===== config.mk =====
export PLATFORM = sky130hd
export DESIGN_NAME = rs485_tx_fifo
export DESIGN_NICKNAME = d
export VERILOG_FILES = /design/src/rtl/rs485_tx_fifo.sv
export SDC_FILE = /design/constraint.sdc
export NUM_CORES = 1
export LEC_CHECK = 0
export ABC_CLOCK_PERIOD_IN_PS = 4100
export CAP_MARGIN = 5
export CORE_AREA = 2 2 124 126
export CTS_CLUSTER_SIZE = 14
export DETAILED_ROUTE_END_ITERATION = 10
export DIE_AREA = 0 0 126 128
export PLACE_DENSITY = 0.7
export RECOVER_POWER = 25
export SKIP_LAST_GASP = 1
export SLEW_MARGIN = 10
export SYNTH_ARGS = -nofsm -noshare
export SYNTH_HDL_FRONTEND = slang
export SYNTH_SLANG_ARGS = --single-unit

===== constraint.sdc =====
create_clock -name clk -period 4.1 [get_ports clk]
set_clock_uncertainty 0.05 [all_clocks]
set_input_delay 0.82 -clock clk [delete_from_list [all_inputs] [get_ports clk]]
set_output_delay 0.82 -clock clk [all_outputs]
set_load 0.02 [all_outputs]

===== src/rtl/rs485_tx_fifo.sv =====
`default_nettype none
`timescale 1ns/1ps
// ============================================================================
// rs485_tx_fifo : byte FIFO + tx_cmd pacing in front of rs485_top.
// Optional inter-byte gap: define RS485_TXFIFO_GAP_EN.          Rev 1.0
// ============================================================================
module rs485_tx_fifo #(
  parameter int DEPTH_LOG2   = 4,
  parameter int BUSY_TIMEOUT = 15,
  parameter int GAP_CYCLES   = 16
) (
  input  logic                clk,
  input  logic                nrst,
  input  logic                flush,
  input  logic [7:0]          in_data,
  input  logic                in_valid,
  output logic                in_ready,
  input  logic                tx_ready,
  output logic                tx_cmd,
  output logic [7:0]          tx_data,
  output logic [DEPTH_LOG2:0] count,
  output logic                overflow,
  output logic                tx_err
);

  localparam int DEPTH = 1 << DEPTH_LOG2;
  localparam int CNT_W = DEPTH_LOG2 + 1;
  localparam int TMO_W = $clog2(BUSY_TIMEOUT + 1);

  localparam logic [CNT_W-1:0]      CNT_FULL = CNT_W'(DEPTH);
  localparam logic [CNT_W-1:0]      CNT_ONE  = CNT_W'(1);
  localparam logic [DEPTH_LOG2-1:0] PTR_ONE  = DEPTH_LOG2'(1);
  localparam logic [TMO_W-1:0]      TMO_MAX  = TMO_W'(BUSY_TIMEOUT);
  localparam logic [TMO_W-1:0]      TMO_ONE  = TMO_W'(1);

  localparam logic [2:0] S_IDLE      = 3'd0;
  localparam logic [2:0] S_SEND      = 3'd1;
  localparam logic [2:0] S_WAIT_BUSY = 3'd2;
  localparam logic [2:0] S_WAIT_IDLE = 3'd3;
`ifdef RS485_TXFIFO_GAP_EN
  localparam logic [2:0] S_GAP       = 3'd4;
  localparam int                GAP_W    = $clog2(GAP_CYCLES + 1);
  localparam logic [GAP_W-1:0]  GAP_LAST = GAP_W'(GAP_CYCLES - 1);
  localparam logic [GAP_W-1:0]  GAP_ONE  = GAP_W'(1);
`endif

  generate
    if (DEPTH_LOG2 < 1 || BUSY_TIMEOUT < 1 || GAP_CYCLES < 1) begin : g_param_err
      $error("rs485_tx_fifo: DEPTH_LOG2, BUSY_TIMEOUT and GAP_CYCLES must be >= 1");
    end
  endgenerate

  logic [7:0]            mem_q [DEPTH];
  logic [DEPTH_LOG2-1:0] rd_q, rd_d, wr_q, wr_d;
  logic [CNT_W-1:0]      count_q, count_d;
  logic [2:0]            state_q, state_d;
  logic [TMO_W-1:0]      tmo_q, tmo_d;
  logic [7:0]            tx_data_q, tx_data_d;
  logic                  overflow_q, overflow_d;
  logic                  tx_err_q, tx_err_d;
`ifdef RS485_TXFIFO_GAP_EN
  logic [GAP_W-1:0]      gap_q, gap_d;
`endif

  logic w_full, w_push, w_pop, w_timeout;

  assign w_full   = (count_q == CNT_FULL);
  assign w_push   = in_valid && !w_full && !flush;

  assign in_ready = !w_full;
  assign tx_cmd   = (state_q == S_SEND);
  assign tx_data  = tx_data_q;
  assign count    = count_q;
  assign overflow = overflow_q;
  assign tx_err   = tx_err_q;

  // Pacing FSM; a pop is suppressed during flush so a cleared byte is never sent.
  always_comb begin
    state_d   = state_q;
    tmo_d     = tmo_q;
    w_pop     = 1'b0;
    w_timeout = 1'b0;
`ifdef RS485_TXFIFO_GAP_EN
    gap_d     = gap_q;
`endif
    case (state_q)
      S_IDLE: begin
        if ((count_q != '0) && tx_ready && !flush) begin
          w_pop   = 1'b1;
          state_d = S_SEND;
        end
      end
      S_SEND: begin
        tmo_d   = '0;
        state_d = S_WAIT_BUSY;
      end
      S_WAIT_BUSY: begin
        if (!tx_ready) begin
          state_d = S_WAIT_IDLE;
        end else if (tmo_q == TMO_MAX) begin
          w_timeout = 1'b1;
          state_d   = S_IDLE;
        end else begin
          tmo_d = tmo_q + TMO_ONE;
        end
      end
      S_WAIT_IDLE: begin
        if (tx_ready) begin
`ifdef RS485_TXFIFO_GAP_EN
          gap_d   = '0;
          state_d = S_GAP;
`else
          state_d = S_IDLE;
`endif
        end
      end
`ifdef RS485_TXFIFO_GAP_EN
      S_GAP: begin
        if (gap_q == GAP_LAST) begin
          state_d = S_IDLE;
        end else begin
          gap_d = gap_q + GAP_ONE;
        end
      end
`endif
      default: begin
        state_d = S_IDLE;
      end
    endcase
  end

  always_comb begin
    rd_d       = rd_q;
    wr_d       = wr_q;
    count_d    = count_q;
    tx_data_d  = tx_data_q;
    overflow_d = overflow_q;
    tx_err_d   = tx_err_q;
    if (w_pop) begin
      tx_data_d = mem_q[rd_q];
    end
    if (flush) begin
      rd_d       = '0;
      wr_d       = '0;
      count_d    = '0;
      overflow_d = 1'b0;
      tx_err_d   = 1'b0;
    end else begin
      if (w_push) begin
        wr_d = wr_q + PTR_ONE;
      end
      if (w_pop) begin
        rd_d = rd_q + PTR_ONE;
      end
      if (w_push && !w_pop) begin
        count_d = count_q + CNT_ONE;
      end else if (w_pop && !w_push) begin
        count_d = count_q - CNT_ONE;
      end
      // Judged on occupancy at the start of the cycle: a same-cycle pop does not rescue it.
      if (in_valid && w_full) begin
        overflow_d = 1'b1;
      end
      if (w_timeout) begin
        tx_err_d = 1'b1;
      end
    end
  end

  always_ff @(posedge clk or negedge nrst) begin
    if (!nrst) begin
      state_q    <= S_IDLE;
      tmo_q      <= '0;
      rd_q       <= '0;
      wr_q       <= '0;
      count_q    <= '0;
      tx_data_q  <= 8'h00;
      overflow_q <= 1'b0;
      tx_err_q   <= 1'b0;
    end else begin
      state_q    <= state_d;
      tmo_q      <= tmo_d;
      rd_q       <= rd_d;
      wr_q       <= wr_d;
      count_q    <= count_d;
      tx_data_q  <= tx_data_d;
      overflow_q <= overflow_d;
      tx_err_q   <= tx_err_d;
    end
  end

`ifdef RS485_TXFIFO_GAP_EN
  always_ff @(posedge clk or negedge nrst) begin
    if (!nrst) begin
      gap_q <= '0;
    end else begin
      gap_q <= gap_d;
    end
  end
`endif

  // Storage needs no reset; occupancy tracking guards every read.
  always_ff @(posedge clk) begin
    if (w_push) begin
      mem_q[wr_q] <= in_data;
    end
  end

endmodule
`default_nettype wire

# [Word level (Yosys, flattened, before mapping)]
# Memories as Yosys holds them, arrays and structs flattened. A register that Yosys moved wholly into a read port is not among the register bits.
# Index checks and enable logic that the tools add are counted.
[classes] add_sub_neg=5 mux=26 n_eq_ne=10 reduce_logical=22
[op_table] op="2-to-1 mux 4 bit" n=6
[op_table] op="2-to-1 mux 5 bit" n=3
[op_table] op="adder 4 x 1 -> 4 bit (second input constant)" n=3
[op_table] op="2-to-1 mux 3 bit" n=4
[op_table] op="one-hot mux 3 bit (4 select lines)" n=1
[op_table] op="2-to-1 mux 1 bit" n=11
[op_table] op="nonzero test 2 bit" n=5
[op_table] op="!= test 2 bit (second input constant)" n=4
[op_table] op="one-hot mux 4 bit (2 select lines)" n=1
[op_table] op="logical AND 1 bit" n=7
[op_table] op="equality test 3 x 2 -> 1 bit (second input constant)" n=2
[op_table] op="AND reduction 3 bit" n=2
[op_table] op="adder 5 x 1 -> 5 bit (second input constant)" n=1
[op_table] op="equality test 5 bit (second input constant)" n=1
[op_table] op="logical NOT 1 bit" n=5
[op_table] op="nonzero test 5 bit" n=1
[op_table] op="subtractor 5 x 1 -> 5 bit (second input constant)" n=1
[op_table] op="equality test 4 bit (second input constant)" n=1
[op_table] op="equality test 3 x 1 -> 1 bit (second input constant)" n=1
[op_table] op="logical NOT 3 bit" n=1
[op_table] op="!= test 3 bit (second input constant)" n=1
[op_table] op="nonzero test 3 bit" n=1
[totals] ram_bits=128 in_bits=13 mem_count=1 elab_cells=71 register_bits=22 out_inout_bits=17
[memory_table] name="mem_q" words=16 width=8 rd=1 rd_ports_with_merged_regs=1 wr=1 line_no="53" text="logic [7:0] mem_q [DEPTH];"

# [Depth between registers and ports, before layout]
[depth] depth_word=9 ltp_mapped=10 ltp_nobuf=8

# [Worst setup path after synthesis]
# No wires, ideal clock.
[synth_timing] kind="in2reg" startpoint="in flush" endpoint="reg count_q[4], in the netlist count[4]" path_stages=10 arrival_ns=2.702 setup_ns=0.128 path_slack_ns=1.220 path_buffers=2 t_required_ns=3.922 path_cell_list="clkbuf_1 nor4b_1 buf_2 o21ai_4 nand2_1 ha_1 a21o_1 a21oi_1 mux2i_1 nand3_1"
[synth_via] elab_chain_len=8 elab_cells_between_ends=12 cone_classes="mux: 4; reduce/logical: 8"
[synth_lines] item="start: declaration" line_no="14" text="input logic flush,"
[synth_lines] item="logical NOT 1 bit" line_no="68, 88"
[synth_lines] item="logical AND 1 bit" line_no="88" text="if ((count_q != '0) && tx_ready && !flush) begin"
[synth_lines] item="2-to-1 mux 1 bit" line_no="88"
[synth_lines] item="2-to-1 mux 1 bit" line_no="86" text="case (state_q)"
[synth_lines] item="logical NOT 1 bit" line_no="155" text="if (w_push && !w_pop) begin"
[synth_lines] item="logical AND 1 bit" line_no="155"
[synth_lines] item="2-to-1 mux 5 bit" line_no="155"
[synth_lines] item="2-to-1 mux 5 bit" line_no="142" text="if (flush) begin"
[synth_lines] item="end signal: assignment" line_no="185" text="count_q <= count_d;"
[synth_lines] item="end: declaration" line_no="55" text="logic [CNT_W-1:0] count_q, count_d;"
# Parallel ways exist; a longest one is shown, timed or not.
# A chain may end at the register's enable or synchronous reset.

# [Final worst setup path]
[layout_timing] startpoint="in in_valid" endpoint="reg count_q[4], in the netlist count[4]"
[layout_via] elab_chain_len=5 elab_cells_between_ends=8 cone_classes="mux: 2; reduce/logical: 6"
[layout_lines] item="start: declaration" line_no="16" text="input logic in_valid,"
[layout_lines] item="logical AND 1 bit (*) (2 in a row)" line_no="68" text="assign w_push = in_valid && !w_full && !flush;"
[layout_lines] item="logical AND 1 bit or logical NOT 1 bit (tied branches)" line_no="155, 157"
[layout_lines] item="2-to-1 mux 5 bit or logical AND 1 bit (tied branches)" line_no="155, 157"
[layout_lines] item="2-to-1 mux 5 bit or nonzero test 3 bit (tied branches)"
# Mark *: on every way between the ends. The rest lies on a longest branch, timed or not.

==> run_summary.xml <==
<?xml version="1.0" encoding="UTF-8"?>
<metrics>
  <group name="critical_path">
    <metric name="timing.critical_path.required" unit="ns">4.35</metric>
    <metric name="category_of_the_worst_setup_path_launch_point" unit="">input port</metric>
    <metric name="crit_type" unit="">input port to register</metric>
    <metric name="critical_path.endpoint_type" unit="">register</metric>
    <metric name="timing.reg2reg.worst_path_depth" unit="">8</metric>
    <metric name="cp_data_arrival_time" unit="ns">3.36</metric>
    <metric name="rrSetupSlack" unit="ns">1.08</metric>
    <metric name="worst-path-max-fanout" unit="">6</metric>
  </group>
  <group name="floorplan">
    <metric name="die_y" unit="um">128</metric>
    <metric name="core.rowCount" unit="">45</metric>
    <metric name="die_area" unit="um^2">16130</metric>
    <metric name="die_w" unit="um">126</metric>
    <metric name="initial_core_util" unit="%">44.13</metric>
    <metric name="io_pins" unit="">30</metric>
    <metric name="core_area" unit="um^2">14860</metric>
  </group>
  <group name="sta">
    <metric name="fmax" unit="MHz">322.0</metric>
    <metric name="final_hold_viol_count" unit="">0</metric>
    <metric name="totalNegativeSetupSlack" unit="ns">0</metric>
    <metric name="worstMarginPinSlew" unit="ns">1.656</metric>
    <metric name="grt_setup_unrepaired" unit="">no</metric>
    <metric name="finalCriticalPeriod" unit="ns">3.106</metric>
    <metric name="min_period_over_period" unit="%">75.75</metric>
    <metric name="timing_max_transition_violations_final" unit="">30</metric>
    <metric name="setup_ws" unit="ns">0.9941</metric>
    <metric name="setup_viol" unit="">0</metric>
    <metric name="slew_headroom" unit="%">-10.42</metric>
  </group>
  <group name="logic_synthesis">
    <metric name="netlist-cell-type-count" unit="">50</metric>
    <metric name="mappedNetlistArea" unit="um^2">6560</metric>
    <metric name="yosys_most_used_dff" unit="">sky130_fd_sc_hd__edfxtp_1</metric>
    <metric name="synth.avg_cell_area" unit="um^2">17.68</metric>
    <metric name="ys_ff_latch" unit="">157</metric>
    <metric name="synth_mux_area_share" unit="%">13.14</metric>
    <metric name="synth_compound_gate_area_share" unit="%">5.913</metric>
    <metric name="seq_area_frac_synth" unit="%">69.65</metric>
    <metric name="synth-xor-area-share" unit="%">1.335</metric>
    <metric name="synth_enable_flop_cells" unit="">128</metric>
    <metric name="synthAdderAreaFrac" unit="%">2.212</metric>
    <metric name="synth_top_family_by_area" unit="">multiplexers</metric>
    <metric name="synth_cells" unit="">371</metric>
    <metric name="postSynth.asyncResetShare" unit="%">18.47</metric>
    <metric name="syn_nets" unit="">395</metric>
    <metric name="ys.warnings.count" unit="">0</metric>
    <metric name="synth_simple_gate_area_share" unit="%">5.607</metric>
  </group>
  <group name="drt">
    <metric name="maxUsedRoutingLayer" unit="">met4</metric>
    <metric name="routedWlPerCell" unit="um">20.57</metric>
    <metric name="detailroute.via_count" unit="">3505</metric>
    <metric name="first_iter_violations" unit="">291</metric>
    <metric name="per_cell_via_count_in_the_routed_design" unit="">5.765</metric>
    <metric name="met3WireLength" unit="um">474</metric>
    <metric name="drt_wl_total" unit="um">12510</metric>
    <metric name="routed-wl-met2" unit="um">6347</metric>
    <metric name="final_antenna_net_count" unit="">0</metric>
    <metric name="drt-met1-wl" unit="um">5469</metric>
    <metric name="detailedRoute.firstPassIterationCount" unit="">4</metric>
    <metric name="route.detailed.drc" unit="">0</metric>
  </group>
  <group name="cts">
    <metric name="clock_latency" unit="ns">0.43</metric>
    <metric name="cts-hold-fix-buffers" unit="">0</metric>
    <metric name="postCtsSetupBuffers" unit="">0</metric>
    <metric name="max-clock-path-buffers" unit="">2</metric>
    <metric name="cts-htree-levels" unit="">4</metric>
    <metric name="cts_tree" unit="">yes</metric>
    <metric name="clockRootBuffer" unit="">sky130_fd_sc_hd__clkbuf_16</metric>
    <metric name="path_clk_slew" unit="ns">0.06</metric>
    <metric name="cts_made_buffers" unit="">17</metric>
    <metric name="cts_sinks" unit="">157</metric>
    <metric name="cts-resized-gates" unit="">0</metric>
  </group>
  <group name="min_path">
    <metric name="worst_hold_path_type" unit="">register to register</metric>
    <metric name="whs_path_depth" unit="">2</metric>
  </group>
  <group name="placed_design">
    <metric name="detailedPlace.worstSlack" unit="ns">0.5539</metric>
    <metric name="dpl.hpwl" unit="um">7780</metric>
    <metric name="place.port_buffers" unit="">29</metric>
    <metric name="finalWeightedCongestion" unit="">0.8003</metric>
  </group>
  <group name="status">
    <metric name="violations" unit="">capacitance limit, slew limit</metric>
    <metric name="run_status" unit="">finished, violations left</metric>
  </group>
  <group name="final_layout">
    <metric name="post_route_cells_drive_above_1_share" unit="%">21.19</metric>
    <metric name="relative_area_change_from_synthesis_to_final_layout" unit="%">17.55</metric>
    <metric name="n_antenna_cell" unit="">0</metric>
    <metric name="finalNetCount" unit="">431</metric>
  </group>
  <group name="global_routing">
    <metric name="grt_antenna_before_repair" unit="">0</metric>
    <metric name="global_route_wire_length_before_repair" unit="um">19910</metric>
    <metric name="gr-usage-all-layers" unit="%">16.59</metric>
    <metric name="grt_remaining_overflow" unit="">0</metric>
    <metric name="first_global_vias" unit="">3635</metric>
    <metric name="grt_start_max_net_pins" unit="">31</metric>
  </group>
  <group name="power">
    <metric name="power-per-cell-area" unit="nW/um^2">584.9</metric>
    <metric name="pwr-share-seq" unit="%">43.9</metric>
    <metric name="fraction_of_power_consumed_by_the_clock_network" unit="%">38.7</metric>
    <metric name="p_switching" unit="W">0.001273</metric>
    <metric name="swShare" unit="%">28.22</metric>
    <metric name="cell_internal_pwr" unit="W">0.003237</metric>
    <metric name="cellLeakagePower" unit="nW">2.609</metric>
    <metric name="combPwrFrac" unit="%">17.4</metric>
    <metric name="worst_ir_drop_vdd" unit="mV">0.2933</metric>
  </group>
  <group name="flow_run">
    <metric name="max-cap-violations" unit="">1</metric>
  </group>
</metrics>
==> path summary, 6_finish.rpt <==
check / from / end
worst min-delay path: overflow$_DFFE_PN0P_ / overflow$_DFFE_PN0P_
worst max register to register: count[0]$_DFFE_PN0P_ / count[4]$_DFFE_PN0P_
worst min register to register: overflow$_DFFE_PN0P_ / overflow$_DFFE_PN0P_
worst max-delay path: in_valid / count[4]$_DFFE_PN0P_
max in group asynchronous: nrst / rd_q[3]$_DFFE_PN0P_
min in group asynchronous: nrst / tmo_q[3]$_DFFE_PN0P_
==> power groups by stage <==
| stage | clock [W] | sequential [W] | combinational [W] |
|---|---|---|---|
| after floorplan | 0 | 0.00203 | 0.000469 |
| after global placement | 0 | 0.00200 | 0.000762 |
| after detailed placement | 0 | 0.00201 | 0.000777 |
| after CTS | 0.00177 | 0.00198 | 0.000788 |
| after global routing | 0.00183 | 0.00200 | 0.000852 |
| final | 0.00174 | 0.00198 | 0.000784 |
==> flip-flops by register name, indices dropped and copies added (netlist names), 2 cells and up <==
signal,flops
count,5
mem_q,128
rd_q,4
state_q,2
tmo_q,4
tx_data,8
wr_q,4
==> cells in the final DEF (no fill, tap or decap), types with 2 or more instances in the layout <==
master / n
sky130_fd_sc_hd__edfxtp_1: 128
sky130_fd_sc_hd__mux4_2: 32
sky130_fd_sc_hd__dfrtp_1: 27
sky130_fd_sc_hd__clkdlybuf4s50_1: 23
sky130_fd_sc_hd__clkbuf_16: 17
sky130_fd_sc_hd__and2_1: 16
sky130_fd_sc_hd__o22ai_1: 16
sky130_fd_sc_hd__a21oi_1: 14
sky130_fd_sc_hd__nand2_1: 11
sky130_fd_sc_hd__inv_1: 10
sky130_fd_sc_hd__nor2_1: 10
sky130_fd_sc_hd__ha_1: 10
sky130_fd_sc_hd__mux2_2: 8
sky130_fd_sc_hd__nand3_1: 8
sky130_fd_sc_hd__dlygate4sd3_1: 6
sky130_fd_sc_hd__buf_4: 6
sky130_fd_sc_hd__o21ai_0: 5
sky130_fd_sc_hd__xnor2_1: 5
sky130_fd_sc_hd__xor2_1: 5
sky130_fd_sc_hd__mux2i_1: 4
sky130_fd_sc_hd__bufinv_16: 4
sky130_fd_sc_hd__inv_6: 4
sky130_fd_sc_hd__and3_1: 3
sky130_fd_sc_hd__nor4_1: 3
sky130_fd_sc_hd__o211ai_1: 3
sky130_fd_sc_hd__inv_8: 3
sky130_fd_sc_hd__clkinv_8: 3
sky130_fd_sc_hd__nor2b_1: 2
sky130_fd_sc_hd__and3b_1: 2
sky130_fd_sc_hd__a32o_1: 2
sky130_fd_sc_hd__a31oi_1: 2
sky130_fd_sc_hd__a211oi_1: 2
sky130_fd_sc_hd__a21o_1: 2
sky130_fd_sc_hd__dfrtp_2: 2
==> layout make-up <==
class | instances | area [um^2]
inverters | 10 | 37.54
multi-input cells | 185 | 1857
fillers | 1237 | 7153
well taps | 188 | 235.2
repair buffers | 36 | 339.1
clock buffers | 17 | 425.4
clock inverters | 15 | 245.2
flip-flops and latches | 157 | 4572
==> Yosys cell counts (all sizes together), types with 3 or more instances <==
master  number  area, um^2
clkbuf       5       18.77
mux2i        4       40.04
xor2         5       43.79
mux2         9       101.4
o21ai        7       50.05
edfxtp     128        3844
ha          10       125.1
inv         10       37.54
nand3        8       40.04
mux4        32       720.7
buf         14       83.83
nand2       11       41.29
nor2        10       37.54
and2        16       100.1
o22ai       16       100.1
xnor2        5       43.79
dfrtp       29       725.7
nor4         4       40.04
a21oi       14       70.07
o211ai       4       43.79
and3         3       18.77
==> logic make-up (layout without fill, tap and decap cells) <==
group	Yosys count	count (layout)
AO/OA/AOI/OAI	55	55
XOR/XNOR	10	10
adder cells (fa/ha/maj)	11	11
buffers and inverters	29	78
flip-flops	157	157
multiplexers	45	45
AND/OR/NAND/NOR	64	64
==> worst max-delay path, cell delays in order <==
cell,delay (ns)
sky130_fd_sc_hd__clkdlybuf4s50_1,0.47
sky130_fd_sc_hd__nor2b_1,0.17
sky130_fd_sc_hd__a21boi_1,0.41
sky130_fd_sc_hd__nand2_1,0.25
sky130_fd_sc_hd__fa_1,0.46
sky130_fd_sc_hd__a21o_1,0.19
sky130_fd_sc_hd__a21oi_1,0.29
sky130_fd_sc_hd__mux2i_1,0.23
sky130_fd_sc_hd__nand3_1,0.08
==> routing by layer <==
metal  track usage [%]  vias to the layer above
li1                  -                     1556
met1             21.97                     1859
met2             26.94                       71
met3             3.422                       19
met4             7.111                        0
met5                 0                        -
==> per-stage QoR <==
step	power, W	cells	util, %	area (um^2)	hold WS [ns]
after floorplan	0.002497	371	-	6560	0.4299
after global placement	0.002766	576	47.38	7043	0.4367
after detailed placement	0.002789	576	47.38	7043	0.4391
after CTS	0.004538	608	51.89	7714	0.4543
after global routing	0.004680	608	51.88	7711	0.4916
final	0.004510	608	51.88	7711	0.4481
(Power assumes the default switching activity.)
